==> config.mk <==
export PLATFORM = sky130hd
export DESIGN_NAME = riscv_id_stage
export DESIGN_NICKNAME = d
export VERILOG_FILES = /design/src/rtl/riscv_pkg.sv /design/src/rtl/riscv_regfile.sv /design/src/rtl/riscv_id_stage.sv
export SDC_FILE = /design/constraint.sdc
export NUM_CORES = 2
export LEC_CHECK = 0
export CAP_MARGIN = 5
export CORE_ASPECT_RATIO = 1.75
export CORE_MARGIN = 2
export CORE_UTILIZATION = 40
export CTS_CLUSTER_SIZE = 14
export DETAILED_ROUTE_END_ITERATION = 16
export PLACE_DENSITY_LB_ADDON = 0.15
export SYNTH_ARGS = -nofsm -noshare
export SYNTH_HDL_FRONTEND = slang
export SYNTH_SLANG_ARGS = --single-unit
export TNS_END_PERCENT = 1
==> constraint.sdc <==
create_clock -name clk_i -period 53.3 [get_ports clk_i]
set_input_delay 5.33 -clock clk_i [delete_from_list [all_inputs] [get_ports clk_i]]
set_output_delay 5.33 -clock clk_i [all_outputs]
set_load 0.005 [all_outputs]
==> src/rtl/riscv_pkg.sv <==
// Shared RV32I decode definitions: opcodes, ALU op codes, immediate formats
// and the control bundle carried through the ID/EX register.
package riscv_pkg;

  localparam logic [6:0] OPC_LUI    = 7'b0110111;
  localparam logic [6:0] OPC_AUIPC  = 7'b0010111;
  localparam logic [6:0] OPC_JAL    = 7'b1101111;
  localparam logic [6:0] OPC_JALR   = 7'b1100111;
  localparam logic [6:0] OPC_BRANCH = 7'b1100011;
  localparam logic [6:0] OPC_LOAD   = 7'b0000011;
  localparam logic [6:0] OPC_STORE  = 7'b0100011;
  localparam logic [6:0] OPC_OP_IMM = 7'b0010011;
  localparam logic [6:0] OPC_OP     = 7'b0110011;

  // addi x0,x0,0
  localparam logic [31:0] NOP = 32'h00000013;

  typedef enum logic [3:0] {
    ALU_ADD   = 4'd0,
    ALU_SUB   = 4'd1,
    ALU_SLL   = 4'd2,
    ALU_SLT   = 4'd3,
    ALU_SLTU  = 4'd4,
    ALU_XOR   = 4'd5,
    ALU_SRL   = 4'd6,
    ALU_SRA   = 4'd7,
    ALU_OR    = 4'd8,
    ALU_AND   = 4'd9,
    ALU_PASSB = 4'd10
  } alu_op_e;

  typedef enum logic [2:0] {
    IMM_NONE,
    IMM_I,
    IMM_S,
    IMM_B,
    IMM_U,
    IMM_J
  } imm_type_e;

  typedef struct packed {
    alu_op_e alu_op;
    logic    alu_src;
    logic    reg_wr;
    logic    mem_rd;
    logic    mem_wr;
    logic    mem_to_reg;
    logic    branch;
    logic    jump;
  } ctrl_t;

  // funct3/funct7 to ALU op for OP and OP-IMM; SUB exists only in OP form
  function automatic alu_op_e alu_from_funct(input logic [2:0] funct3,
                                             input logic funct7_b5,
                                             input logic is_reg_op);
    alu_op_e op;
    case (funct3)
      3'b000:  op = (is_reg_op && funct7_b5) ? ALU_SUB : ALU_ADD;
      3'b001:  op = ALU_SLL;
      3'b010:  op = ALU_SLT;
      3'b011:  op = ALU_SLTU;
      3'b100:  op = ALU_XOR;
      3'b101:  op = funct7_b5 ? ALU_SRA : ALU_SRL;
      3'b110:  op = ALU_OR;
      default: op = ALU_AND;
    endcase
    return op;
  endfunction

endpackage

==> src/rtl/riscv_regfile.sv <==
// 32x32 register file: two combinational read ports with write-through,
// one write port, x0 hardwired to zero, all entries cleared on reset.
module riscv_regfile
  import riscv_pkg::*;
#(
  parameter int WORD_SIZE = 32,
  parameter int REG_COUNT = 32
) (
  input  logic                 clk,
  input  logic                 rst,
  input  logic                 wr_en,
  input  logic [4:0]           wr_addr,
  input  logic [WORD_SIZE-1:0] wr_data,
  input  logic [4:0]           rd_addr1,
  input  logic [4:0]           rd_addr2,
  output logic [WORD_SIZE-1:0] rd_data1,
  output logic [WORD_SIZE-1:0] rd_data2
);

  logic [WORD_SIZE-1:0] regs [REG_COUNT];
  logic                 wr_live;

  assign wr_live = wr_en && (wr_addr != 5'd0);

  // storage update; x0 is never written so it stays at its reset value
  always_ff @(posedge clk or posedge rst) begin
    if (rst) begin
      for (int i = 0; i < REG_COUNT; i++) regs[i] <= '0;
    end else if (wr_live) begin
      regs[wr_addr] <= wr_data;
    end
  end

  // read ports: x0 forced to zero, same-cycle write bypasses storage
  always_comb begin
    rd_data1 = '0;
    rd_data2 = '0;
    if (rd_addr1 != 5'd0) rd_data1 = (wr_live && wr_addr == rd_addr1) ? wr_data : regs[rd_addr1];
    if (rd_addr2 != 5'd0) rd_data2 = (wr_live && wr_addr == rd_addr2) ? wr_data : regs[rd_addr2];
  end

endmodule

==> src/rtl/riscv_id_stage.sv <==
// RV32I decode stage: decodes control and immediate, reads the register
// file, detects load-use hazards and drives the ID/EX pipeline register.
module riscv_id_stage
  import riscv_pkg::*;
#(
  parameter int WORD_SIZE = 32,
  parameter int REG_COUNT = 32
) (
  input  logic                 clk_i,
  input  logic                 rst_i,
  input  logic [WORD_SIZE-1:0] PC_IF_i,
  input  logic [WORD_SIZE-1:0] instr_IF_i,
  input  logic                 flush_i,
  input  logic                 wb_en_i,
  input  logic [4:0]           wb_rd_i,
  input  logic [WORD_SIZE-1:0] wb_data_i,
  output logic                 stall_o,
  output logic [WORD_SIZE-1:0] PC_ID_o,
  output logic [WORD_SIZE-1:0] rs1_data_o,
  output logic [WORD_SIZE-1:0] rs2_data_o,
  output logic [WORD_SIZE-1:0] imm_o,
  output logic [4:0]           rs1_o,
  output logic [4:0]           rs2_o,
  output logic [4:0]           rd_o,
  output logic [2:0]           funct3_o,
  output logic [3:0]           alu_op_o,
  output logic                 alu_src_o,
  output logic                 reg_wr_o,
  output logic                 mem_rd_o,
  output logic                 mem_wr_o,
  output logic                 mem_to_reg_o,
  output logic                 branch_o,
  output logic                 jump_o,
  output logic                 illegal_o
);

  logic [6:0]           opcode;
  logic [4:0]           rs1, rs2, rd;
  logic [2:0]           funct3;
  logic [WORD_SIZE-1:0] rs1_data, rs2_data, imm;
  ctrl_t                dec_ctrl, ctrl_q;
  imm_type_e            imm_type;
  logic                 dec_illegal, rs2_used, stall, bubble;

  assign opcode = instr_IF_i[6:0];
  assign rd     = instr_IF_i[11:7];
  assign funct3 = instr_IF_i[14:12];
  assign rs1    = instr_IF_i[19:15];
  assign rs2    = instr_IF_i[24:20];

  riscv_regfile #(
    .WORD_SIZE (WORD_SIZE),
    .REG_COUNT (REG_COUNT)
  ) u_regfile (
    .clk      (clk_i),
    .rst      (rst_i),
    .wr_en    (wb_en_i),
    .wr_addr  (wb_rd_i),
    .wr_data  (wb_data_i),
    .rd_addr1 (rs1),
    .rd_addr2 (rs2),
    .rd_data1 (rs1_data),
    .rd_data2 (rs2_data)
  );

  // opcode decode into control bundle, immediate format and rs2 usage
  always_comb begin
    dec_ctrl    = '0;
    imm_type    = IMM_NONE;
    dec_illegal = 1'b0;
    rs2_used    = 1'b0;
    case (opcode)
      OPC_LUI: begin
        imm_type = IMM_U;
        dec_ctrl.alu_op  = ALU_PASSB;
        dec_ctrl.alu_src = 1'b1;
        dec_ctrl.reg_wr  = 1'b1;
      end
      OPC_AUIPC: begin
        imm_type = IMM_U;
        dec_ctrl.alu_src = 1'b1;
        dec_ctrl.reg_wr  = 1'b1;
      end
      OPC_JAL: begin
        imm_type = IMM_J;
        dec_ctrl.alu_src = 1'b1;
        dec_ctrl.reg_wr  = 1'b1;
        dec_ctrl.jump    = 1'b1;
      end
      OPC_JALR: begin
        imm_type = IMM_I;
        dec_ctrl.alu_src = 1'b1;
        dec_ctrl.reg_wr  = 1'b1;
        dec_ctrl.jump    = 1'b1;
      end
      OPC_BRANCH: begin
        imm_type = IMM_B;
        rs2_used = 1'b1;
        dec_ctrl.alu_op = ALU_SUB;
        dec_ctrl.branch = 1'b1;
      end
      OPC_LOAD: begin
        imm_type = IMM_I;
        dec_ctrl.alu_src    = 1'b1;
        dec_ctrl.reg_wr     = 1'b1;
        dec_ctrl.mem_rd     = 1'b1;
        dec_ctrl.mem_to_reg = 1'b1;
      end
      OPC_STORE: begin
        imm_type = IMM_S;
        rs2_used = 1'b1;
        dec_ctrl.alu_src = 1'b1;
        dec_ctrl.mem_wr  = 1'b1;
      end
      OPC_OP_IMM: begin
        imm_type = IMM_I;
        dec_ctrl.alu_op  = alu_from_funct(funct3, instr_IF_i[30], 1'b0);
        dec_ctrl.alu_src = 1'b1;
        dec_ctrl.reg_wr  = 1'b1;
      end
      OPC_OP: begin
        rs2_used = 1'b1;
        dec_ctrl.alu_op = alu_from_funct(funct3, instr_IF_i[30], 1'b1);
        dec_ctrl.reg_wr = 1'b1;
      end
      default: dec_illegal = 1'b1;
    endcase
  end

  // immediate assembly, sign-extended from instruction bit 31
  always_comb begin
    imm = '0;
    case (imm_type)
      IMM_I:   imm = {{20{instr_IF_i[31]}}, instr_IF_i[31:20]};
      IMM_S:   imm = {{20{instr_IF_i[31]}}, instr_IF_i[31:25], instr_IF_i[11:7]};
      IMM_B:   imm = {{20{instr_IF_i[31]}}, instr_IF_i[7], instr_IF_i[30:25],
                      instr_IF_i[11:8], 1'b0};
      IMM_U:   imm = {instr_IF_i[31:12], 12'b0};
      IMM_J:   imm = {{12{instr_IF_i[31]}}, instr_IF_i[19:12], instr_IF_i[20],
                      instr_IF_i[30:21], 1'b0};
      default: imm = '0;
    endcase
  end

  // load-use hazard against the load currently sitting in ID/EX
  always_comb begin
    stall = 1'b0;
    if (ctrl_q.mem_rd && rd_o != 5'd0 && !flush_i && !rst_i)
      stall = (rd_o == rs1) || (rs2_used && rd_o == rs2);
  end

  assign stall_o = stall;
  assign bubble  = flush_i || stall || dec_illegal;

  // ID/EX register: flush, then stall, then illegal opcode all insert a bubble
  always_ff @(posedge clk_i or posedge rst_i) begin
    if (rst_i) begin
      ctrl_q     <= '0;
      illegal_o  <= 1'b0;
      PC_ID_o    <= '0;
      rs1_data_o <= '0;
      rs2_data_o <= '0;
      imm_o      <= '0;
      rs1_o      <= '0;
      rs2_o      <= '0;
      rd_o       <= '0;
      funct3_o   <= '0;
    end else begin
      ctrl_q     <= bubble ? '0 : dec_ctrl;
      illegal_o  <= dec_illegal && !flush_i && !stall;
      PC_ID_o    <= bubble ? '0 : PC_IF_i;
      rs1_data_o <= bubble ? '0 : rs1_data;
      rs2_data_o <= bubble ? '0 : rs2_data;
      imm_o      <= bubble ? '0 : imm;
      rs1_o      <= bubble ? '0 : rs1;
      rs2_o      <= bubble ? '0 : rs2;
      rd_o       <= bubble ? '0 : rd;
      funct3_o   <= bubble ? '0 : funct3;
    end
  end

  assign alu_op_o     = ctrl_q.alu_op;
  assign alu_src_o    = ctrl_q.alu_src;
  assign reg_wr_o     = ctrl_q.reg_wr;
  assign mem_rd_o     = ctrl_q.mem_rd;
  assign mem_wr_o     = ctrl_q.mem_wr;
  assign mem_to_reg_o = ctrl_q.mem_to_reg;
  assign branch_o     = ctrl_q.branch;
  assign jump_o       = ctrl_q.jump;

endmodule

# == Yosys cells after proc, flatten, opt, wreduce, memory -nomap -nowiden ==
# Index checks and enable logic that the tools add are counted.
# totals
register_bits,1182
wordCells,146
output_inout_bits,159
in_bits,105
# classes
n_mux,38
magnitude_cmp,4
n_reduce_logical,28
n_bitwise,3
n_eq_ne,24
# ops
op,count
$bwmux W1024,1
$mux W32,13
$bmux W32 S5,2
$demux W32 S5,1
$pmux W32 S5,1
$pmux W4 S7,2
$eq A7 B6 Y1 const B,3
$eq A7 B7 Y1 const B,3
$eq A5 B5 Y1,4
$reduce_bool A5 Y1,4
$ge A6 B6 Y1 const B,3
$not A5 Y6,3
$pmux W4 S4,1
$eq A3 B3 Y1 const B,5
$mux W5,3
$pmux W3 S5,1
$eq A7 B5 Y1 const B,2
$reduce_or A7 Y1,2
$eq A3 B2 Y1 const B,4
$mux W1,11
$mux W11,1
$logic_and A1 B1 Y1,10
$reduce_or A9 Y1,1
$eq A7 B2 Y1 const B,1
other kinds (8),15

# == Depth between registers and ports, before layout ==
# logic_depth
depth_word,9
mapped_depth,10
depth_no_buf,7

# == Modules after synthesis ==
# From an unflattened synthesis, not the netlist that was laid out.
# hier_totals
cells_unflattened,4332
hier_area_um2,61192.4
# by_module_without_submodules
mod,cells_each,n_inst,area_each_um2
riscv_regfile,3874,1,55454.4
riscv_id_stage,458,1,5738.0

# == Worst setup path before layout ==
# No wires, ideal clock.
# synth_timing
kind,input -> output
start,input instr_IF_i[16]
end,output stall_o
t_required_ns,47.970
arrival_ns,6.114
setup_slack_ns,41.856
path_stages,6
cell_sequence,buf_4 xnor2_1 nand3_1 nor3_1 o21bai_2 inv_2
# synth_between
elab_chain_cells,3
# synth_rtl
item,line_no,rtl
from (decl),riscv_id_stage.sv:12,"input logic [WORD_SIZE-1:0] instr_IF_i,"
$eq A5 B5 Y1,riscv_id_stage.sv:149,stall = (rd_o == rs1) || (rs2_used && rd_o == rs2);
$logic_or A1 B1 Y1,riscv_id_stage.sv:149,
$mux W1,riscv_id_stage.sv:148,if (ctrl_q.mem_rd && rd_o != 5'd0 && !flush_i && !rst_i)
to (decl),riscv_id_stage.sv:17,"output logic stall_o,"
# Every way passes these cells.

# == Worst setup path in the final report ==
# layout_timing
start,input instr_IF_i[3]
end,output stall_o
# layout_between
elab_chain_cells,6
elab_cells_between_ends,8
# layout_rtl
item,line_no,rtl
$eq A7 B6 Y1 or $eq A7 B7 Y1 (tied branches),riscv_id_stage.sv:72,case (opcode)
$reduce_or A3 Y1 (no source line) *,n/a,
$mux W1 *,riscv_id_stage.sv:72,
$logic_and A1 B1 Y1 *,riscv_id_stage.sv:149,
$logic_or A1 B1 Y1 *,riscv_id_stage.sv:149,
$mux W1 *,riscv_id_stage.sv:148,
# Every way passes the cells marked *; elsewhere a longest branch is shown, timed or not.

==> metrics.cfg <==
[die]
rows=189
die_w_um=298
die-area_um2=155000
dieHeight_um=519
core_area_um2=151000
start_util_pct=40.1
pin_count=264

[timing]
slew-limit-headroom_pct=15.1
min_period_over_period_pct=23.8
tightest_slew_ps=1270
period_needed_ps=12700
finClkSkew_ps=22.4
rsz0062_at_grt=false
slew_viol_final=0
tns_ps=0
fmax_ghz=0.0787
hold_viol=0
setup_violations=0

[drt]
remaining_drc_errors=0
avgRoutedWirePerCell_um=31.9
via_count=37586
first_pass_iters=5
ant_nets=0
drtIter0Drc=2718
totalWireLength_mm=197
vias_per_cell=6.08

[power]
powerDensity_nw_per_um2=35.9
p_leak_nw=29.1
ir_worst_vdd_mv=0.0250

[clock_tree]
post_cts_buffers=0
clk_latency_ps=730
cts_resized=0
cts_hold_buf=0
path_clk_slew_ps=60
cts_num_sinks=1181
cts-root-buf=clkbuf_16
cts_tree=built
htreeDepth=3
clockBufferDepth=3
numCtsBuffers=114

[critical_path]
crit_fanout=8
cp.required_ps=47970
cp.arrival_ps=7370
criticalPathCategory=in -> out
crit_path_start_kind=primary input
end_kind=output pin

[global_routing]
met2_usage_pct=43.9
grt_pass1_wl_mm=288
grt_util_met1_pct=32.3
antenna_found_initial=10
track_usage_pct=25.6
overflow=0
first_global_vias=40112
grt_busiest_layer=met2
grt_max_degree=166
use_met3_pct=3.82

[status]
status=completed

[worst_hold_path]
min_path_type=reg -> reg

[synthesis]
ys_seq_area_share_pct=48.8
synth.top_cell.area_share_pct=48.8
synth.area.top_cells=dfrtp_1, mux4_2, mux2_2
synth-seq-cells=1181
syn_area_um2=60600
syn-num-nets=4174
synth_edf_count=0
postSynth.asyncResetShare_pct=100
synthDistinctLibCells=59
netlist_instances=4069
yosys.area.top_type=dfrtp_1
ys_dominant_reg_cell=dfrtp_1
yosysWarnings=0
syn_avg_cell_area_um2=14.9

[placed_design]
hpwlAfterDp_mm=109
placed_area_um2=64600
port_buffers=263
dp_cells=5970
gp_congestion=0.782

[finish]
fillers=13285
multi_input_area_um2=29100
nets=4186
area_growth_pct=12.9
design_area_um2=68400
final_cell_mix=dfrtp_1, mux2_2, mux4_2
fin_cells=6184
layout-drive-gt1-share_pct=44.9
layout_commonest_cell=dfrtp_1
seq_area_um2=29600

[run]
maxCapViolations=0

[kinds of logic after synthesis]
| logic type | synth area share [%] |
|---|---|
| flip-flops | 48.8 |
| XOR/XNOR | 0.289 |
| multiplexers | 39.6 |
| AO/OA/AOI/OAI | 3.41 |
| buffers and inverters | 3.73 |
| AND/OR/NAND/NOR | 4.26 |
[through the flow]
| stage | total power, W | setup slack, ps | utilization (%) | hold WS (ps) |
|---|---|---|---|---|
| 2_1_floorplan | 0.00150 | 14700 | - | 441 |
| 4_1_cts | 0.00248 | 40610 | 45.3 | 397 |
| 6_report | 0.00246 | 40600 | 45.3 | 392 |
| 3_5_place_dp | 0.00162 | 40620 | 42.7 | 382 |
| 3_3_place_gp | 0.00160 | 40610 | 42.7 | 377 |
| 5_1_grt | 0.00256 | 40470 | 45.3 | 411 |
[critical path, cell delays in order]
cell             delay (ps)
clkdlybuf4s50_1         500
nand4bb_1               430
nor3_1                  330
o21bai_2                150
inv_2                   120
clkdlybuf4s50_1         510
[worst paths after layout]
check / from / slack [ps] / cells past startpoint / endpoint
max: instr_IF_i[3] / 40600 / 6 / stall_o
min: u_regfile.regs[1013]$_DFFE_PP0P_ / 390 / 0 / u_regfile.regs[1013]$_DFFE_PP0P_
max reg2reg: rd_o[1]$_DFF_PP0_ / 50460 / 6 / rs2_data_o[21]$_DFF_PP0_
min reg2reg: u_regfile.regs[1013]$_DFFE_PP0P_ / 390 / 0 / u_regfile.regs[1013]$_DFFE_PP0P_
max in group asynchronous: rst_i / 44320 / 6 / u_regfile.regs[153]$_DFFE_PP0P_
min in group asynchronous: rst_i / 5170 / 2 / illegal_o$_DFF_PP0_
[registers in the layout, indices dropped and copies added, names as in the netlist]
signal / count
alu_op_o: 4
rs1_o: 5
u_regfile.regs: 1024
mem_wr_o: 1
funct3_o: 3
alu_src_o: 1
imm_o: 32
rs2_data_o: 32
mem_rd_o: 1
rd_o: 5
jump_o: 1
PC_ID_o: 32
branch_o: 1
reg_wr_o: 1
rs2_o: 5
rs1_data_o: 32
illegal_o: 1
[area by class of cell]
cell class | instances | share of cell area [%]
Timing Repair Buffer | 357 | 5.00
Clock inverter | 41 | 0.715
Inverter | 2 | 0.0219
Antenna cell | 7 | 0.0256
Multi-Input combinational cell | 2425 | 42.5
Tap cell | 2005 | 3.67
Sequential cell | 1181 | 43.2
Clock buffer | 166 | 4.93
[power breakdown]
part	switching, W	internal, W
Sequential	0.000103	0.00105
Clock	0.000370	0.000486
Combinational	0.000176	0.000278
[cell usage after synthesis (2+ instances only)]
master	count
a211oi_1	126
a21boi_0	2
a21oi_1	30
a21oi_2	2
a22oi_1	62
and2_1	50
and2b_1	4
and3_1	14
and3b_1	2
buf_1	78
buf_2	157
buf_4	39
buf_6	21
clkbuf_1	156
clkbuf_2	9
dfrtp_1	1181
mux2_1	8
mux2_2	986
mux2i_1	128
mux4_2	511
nand2_1	58
nand2b_1	5
nand3_1	15
nand3b_1	8
nand4_1	2
nor2_1	91
nor2b_1	59
nor3_1	104
nor3_2	31
nor3b_1	5
nor4_1	7
o21ai_0	66
o21ai_1	2
or2_2	3
or3_1	4
or4_1	2
xnor2_1	12
xor2_1	8
[layer usage]
layer,wire (µm),vias to the layer above
met1,79500,20601
met5,25,-
met4,8260,6
met3,9750,351
li1,-,15446
met2,99900,1182
Note: power is estimated with default switching activity, not from simulation.
